--- src/rtl/regfile_vector_sb.sv ---
// Multi-lane register file with per-lane write masks, scalar broadcast and a pending-write scoreboard.
// Data is written on the falling edge; the scoreboard advances on the rising edge.
module regfile_vector_sb #(
    parameter int                DATA_W    = 16,
    parameter int                LANES     = 4,
    parameter int                DEPTH     = 16,
    parameter int                ADDR_W    = $clog2(DEPTH),
    parameter logic [DATA_W-1:0] RESET_VAL = 16'h0001,
    parameter bit                ZERO_REG  = 1'b0,
    localparam int               CNT_W     = $clog2(DEPTH + 1)
) (
    input  logic                    clk,
    input  logic                    rst,
    input  logic                    we,
    input  logic [ADDR_W-1:0]       wa,
    input  logic [LANES*DATA_W-1:0] wd,
    input  logic [LANES-1:0]        wmask,
    input  logic                    bcast,
    input  logic [ADDR_W-1:0]       ra1,
    input  logic [ADDR_W-1:0]       ra2,
    input  logic [ADDR_W-1:0]       ra3,
    output logic [LANES*DATA_W-1:0] rd1,
    output logic [LANES*DATA_W-1:0] rd2,
    output logic [LANES*DATA_W-1:0] rd3,
    input  logic                    iss_valid,
    input  logic [ADDR_W-1:0]       iss_addr,
    output logic                    busy1,
    output logic                    busy2,
    output logic                    busy3,
    output logic [CNT_W-1:0]        pend_cnt
);

    logic [LANES*DATA_W-1:0] rf_q [DEPTH];
    logic [LANES*DATA_W-1:0] rf_d [DEPTH];
    logic [DEPTH-1:0]        pend_q, pend_d;
    logic [CNT_W-1:0]        pend_cnt_q, pend_cnt_d;
    logic                    set_hit, clr_hit;

    // An address is live when it exists in the file and is not the hardwired zero register.
    function automatic logic addr_ok(input logic [ADDR_W-1:0] a);
        return (32'(a) < 32'(DEPTH)) && !(ZERO_REG && (a == '0));
    endfunction

    always_comb begin
        rf_d = rf_q;
        if (we && addr_ok(wa)) begin
            for (int i = 0; i < LANES; i++) begin
                if (wmask[i]) begin
                    rf_d[wa][i*DATA_W +: DATA_W] = bcast ? wd[DATA_W-1:0]
                                                         : wd[i*DATA_W +: DATA_W];
                end
            end
        end
    end

    always_ff @(negedge clk or posedge rst) begin
        if (rst) begin
            for (int r = 0; r < DEPTH; r++) begin
                rf_q[r] <= (ZERO_REG && (r == 0)) ? '0 : {LANES{RESET_VAL}};
            end
        end else begin
            rf_q <= rf_d;
        end
    end

    always_comb begin
        rd1 = '0;
        rd2 = '0;
        rd3 = '0;
        if (addr_ok(ra1)) rd1 = rf_q[ra1];
        if (addr_ok(ra2)) rd2 = rf_q[ra2];
        if (addr_ok(ra3)) rd3 = rf_q[ra3];
    end

    // A same-cycle issue to the write address is a new producer, so the set beats the clear.
    always_comb begin
        pend_d     = pend_q;
        pend_cnt_d = pend_cnt_q;
        set_hit    = iss_valid && addr_ok(iss_addr);
        clr_hit    = we && addr_ok(wa);
        if (clr_hit && pend_q[wa] && !(set_hit && (iss_addr == wa))) begin
            pend_d[wa] = 1'b0;
            pend_cnt_d = pend_cnt_d - 1'b1;
        end
        if (set_hit && !pend_q[iss_addr]) begin
            pend_d[iss_addr] = 1'b1;
            pend_cnt_d       = pend_cnt_d + 1'b1;
        end
    end

    always_ff @(posedge clk or posedge rst) begin
        if (rst) begin
            pend_q     <= '0;
            pend_cnt_q <= '0;
        end else begin
            pend_q     <= pend_d;
            pend_cnt_q <= pend_cnt_d;
        end
    end

    assign pend_cnt = pend_cnt_q;

    // A writeback in flight this cycle forwards through the file, so it does not stall.
    always_comb begin
        busy1 = addr_ok(ra1) && pend_q[ra1] && !(we && (wa == ra1));
        busy2 = addr_ok(ra2) && pend_q[ra2] && !(we && (wa == ra2));
        busy3 = addr_ok(ra3) && pend_q[ra3] && !(we && (wa == ra3));
    end

endmodule

--- config.mk ---
export PLATFORM = sky130hd
export DESIGN_NAME = regfile_vector_sb
export DESIGN_NICKNAME = d
export VERILOG_FILES = /design/src/rtl/regfile_vector_sb.sv
export SDC_FILE = /design/constraint.sdc
export NUM_CORES = 2
export LEC_CHECK = 0
export BUFFER_PORTS_ARGS = -buffer_cell sky130_fd_sc_hd__buf_2
export CORE_UTILIZATION = 49
export CTS_CLUSTER_SIZE = 8
export DETAILED_ROUTE_END_ITERATION = 12
export PLACE_DENSITY = 0.77
export SLEW_MARGIN = 20
export SYNTH_ARGS = -nofsm -noshare
export SYNTH_HDL_FRONTEND = slang
export SYNTH_SLANG_ARGS = --single-unit
--- constraint.sdc ---
create_clock -name clk -period 75.7 [get_ports clk]
set_input_delay 11.355 -clock clk [delete_from_list [all_inputs] [get_ports clk]]
set_output_delay 11.355 -clock clk [all_outputs]
set_load 0.01 [all_outputs]
Word-level counts from Yosys, hierarchy flattened --
Index checks and enable logic that the tools add are counted. Widths: inputs -> output; s select.
Cells by class: add/sub/neg operators 2, $lt $le $gt $ge 12, eq/ne operators 4, mux-type cells 49, bitwise gates (word level) 7, reduce and logical (&&, ||, !) cells 18
Operators with widths (number):
- $mux 1024 | 7
- $bwmux 1024 | 4
- $demux 64 s4 | 4
- $bmux 64 s4 | 3
- $mux 64 | 7
- $mux 16 | 6
- $mux 48 | 1
- $mux 32 | 1
- $lt 4x5->1 const B | 5
- $bmux 1 s4 | 5
- $ge 5x5->1 const B | 4
- $not 4->5 | 4
- $and 16x16->16 | 1
- $eq 4x4->1 | 4
- $not 16->16 | 1
- $or 16x16->16 | 1
- $logic_and 1x1->1 | 13
- $mux 5 | 2
- $demux 1 s4 | 2
- $ge 4x1->1 const B | 2
- $mux 1 | 7
- $add 5x1->5 const B | 1
- $logic_not 1->1 | 5
- $lt 5x1->1 const B | 1
- $sub 5x1->5 const B | 1
Storage, ports and cells: flip-flop bits (word level) 1045, input port bits 93, output and inout port bits 200, logic and storage cells 110

Longest topological paths before layout --
word-level depth 16, depth in mapped cells 10, gate-level depth less buffers 6

==> results.yml <==
global_routing:
  grt_remaining_overflow: 0
  grt_pass1_wl_um: 299000
  grt_max_degree: 167
  antenna_found_initial: 14
  grt_pass1_vias: 45140
  grt_usage: 0.3209
hold_path:
  holdPathEnd: "rf_q[869]"
  hp-start: "rf_q[869]"
  holdPathStages: 2
  min_path_type: "flop to flop"
synth:
  avgSynthCellArea_um2: 13.48
  synth_warnings: 0
  yosysSeqAreaShare: 0.4265
  syn_area_um2: 61500
  synth.net_count: 4657
  ys_top_cells_by_count: "mux4_2, dfrtn_1, nand2_1"
  ys.flop_type: "dfrtn_1"
  synth_area_leader_cell: "dfrtn_1"
  async_reset_ff_frac: 1.000
  yosysTopAreaCellShare: 0.3906
  synthDistinctLibCells: 47
  ys_seq_elements: 1045
  synth_most_common_cell: "mux4_2"
  netlist_top_cells_area: "dfrtn_1, mux4_2, mux2_2"
  synth_edf_count: 0
  synthCells: 4563
die:
  start_util: 0.4955
  num_rows: 129
  die_w_um: 356.3
  ios: 293
  die_h_um: 356.3
  fp.coreArea_um2: 124100
  die_area_um2: 126900
final_layout:
  drive_gt1_frac: 0.4045
  final_util: 0.5577
  syn2layout_area_growth_pct: 12.56
  fin_nets: 4791
sta:
  slew_headroom: 0.2316
  finalHoldViolCount: 0
  slew_viol_final: 0
  setup_viol: 0
  fin_setup_tns_ns: 0
  rsz0062_at_grt: "false"
  skew_ns: 0.01710
  worstMarginPinSlew_ns: 1.150
clocking:
  cts_setup_buffers: 0
  cts-buffers-inserted: 148
  clk_latency_ns: 0.77
  clockRootBuffer: "clkbuf_16"
  cts_max_level: 4
  cts-hold-fix-buffers: 0
  cts.sinks: 1045
  clock_path_buffers: 3
  cts_tree: "built"
  cts_resized: 0
  clkTransAtPathRegs_ns: 0.04
place:
  numPortBuffers: 292
  place_congestion: 0.8632
  hpwl_um: 117100
worst_setup_path:
  worst_ep_required_time_ns: 38.62
  startpoint_type: "primary input"
  crit_arrival_ns: 15.26
  critPathKind: "primary input to asynchronous set/reset pin"
  cp-end-kind: "asynchronous set/reset pin"
  cp_max_fo: 81
  rr_endpoint: "pend_cnt[3]"
  reg2reg_slack_ns: 73.02
  ff2ff_path_depth: 6
  rr_startpoint: "pend_q[0]"
detailed_routing:
  drt_wl_total_um: 201100
  vias_per_cell: 7.019
  drc: 54
  antenna_left: 0
  drtPass1Iterations: 12
  first_iter_violations: 6473
  detail_route.wl_per_cell_um: 31.30
  vias: 45100
status:
  outcome: "finished with violations"
  violations: "design-rule violations"
pwr:
  pwr_density_cell_nw_per_um2: 28.86
  irDropWorstVdd_mv: 0.02313
  power_leakage_nw: 28.54
  finalPower_mw: 1.998
job:
  cap_viol_max_count: 0
through the flow:
stage / setup WS (ns) / cell area [um2] / instances / hold slack [ns]
finish: 23.36 / 69230 / 6426 / 0.4620
global route: 22.71 / 69220 / 6424 / 0.4925
CTS: 22.95 / 68940 / 6415 / 0.4676
detailed placement: 22.23 / 64240 / 6115 / 0.4670
global placement: 22.35 / 64230 / 6115 / 0.4507
floorplan: 12.53 / 61510 / 4563 / 0.4376
how the worst max path moves through the flow:
stage	to	start	slack (ns)	cells after the start
after global routing	rf_q[173]	rst	22.71	6
after CTS	rf_q[36]	rst	22.95	6
after global placement	rf_q[100]	rst	22.35	6
after detailed placement	rf_q[420]	rst	22.23	6
after floorplan	rf_q[1000]	rst	12.53	1
final	rf_q[40]	rst	23.36	6
worst max-delay path, cell delays in order:
cell and delay [ns]:
buf_2 0.11, clkinvlp_4 0.51, buf_6 0.66, buf_4 0.78
buf_4 0.80, buf_4 0.83
routing by layer:
metal / vias to the layer above / share of wire / GRT usage
met2: 3434 / 0.46 / 0.4731
met3: 617 / 0.14 / 0.1173
met1: 23170 / 0.35 / 0.4237
li1: 17870 / - / -
met5: - / 0.00039 / 0
met4: 12 / 0.051 / 0.1546
registers in the layout, summed over array words and instances (netlist names):
register  count
rf_q       1024
pend_cnt      5
pend_q       16
power by group:
| group | total (mW) | switching (mW) | internal (mW) |
|---|---|---|---|
| clock | 0.658 | 0.272 | 0.386 |
| combinational | 0.523 | 0.232 | 0.291 |
| sequential | 0.817 | 0.122 | 0.695 |
| total | 2.00 | 0.626 | 1.37 |
final cells by class:
cell class,instances,area [um2]
fill,9573,54890
multi-input combinational,3026,33640
sequential,1045,26230
clock buffer,212,3965
timing repair buffer,403,2557
tap,1637,2048
clock inverter,89,739.5
inverter,9,37.54
antenna,5,12.51
logic make-up after synthesis:
family	count (synthesis)	share of synthesized area
fa+ha+maj	1	0.0002034
compound gates	818	0.06760
flops	1045	0.4265
buf+inv	492	0.03056
mux	1290	0.4152
xor+xnor	21	0.003214
simple gates	896	0.05674
layout by cell type (no fill, tap or decap), types with 6 or more instances in the layout:
| cell type | netlist | final |
|---|---|---|
| mux4_2 | 978 | 978 |
| dfrtn_1 | 960 | 960 |
| nand2_1 | 584 | 584 |
| o21ai_0 | 562 | 562 |
| buf_2 | 7 | 279 |
| mux2_2 | 256 | 256 |
| nor2_1 | 267 | 247 |
| a21oi_1 | 241 | 241 |
| clkbuf_16 | 0 | 149 |
| buf_4 | 2 | 102 |
| inv_1 | 10 | 72 |
| dfstp_2 | 64 | 64 |
| clkbuf_1 | 385 | 63 |
| mux2i_2 | 0 | 32 |
| dfrtp_1 | 21 | 21 |
| mux2i_1 | 52 | 20 |
| nor2_4 | 0 | 15 |
| xnor2_1 | 11 | 11 |
| bufinv_8 | 0 | 10 |
| xor2_1 | 9 | 9 |
| clkinv_16 | 0 | 7 |
| nand2b_1 | 6 | 6 |
| buf_8 | 0 | 6 |
| buf_6 | 2 | 6 |
Note: power is estimated with default switching activity, not from simulation.
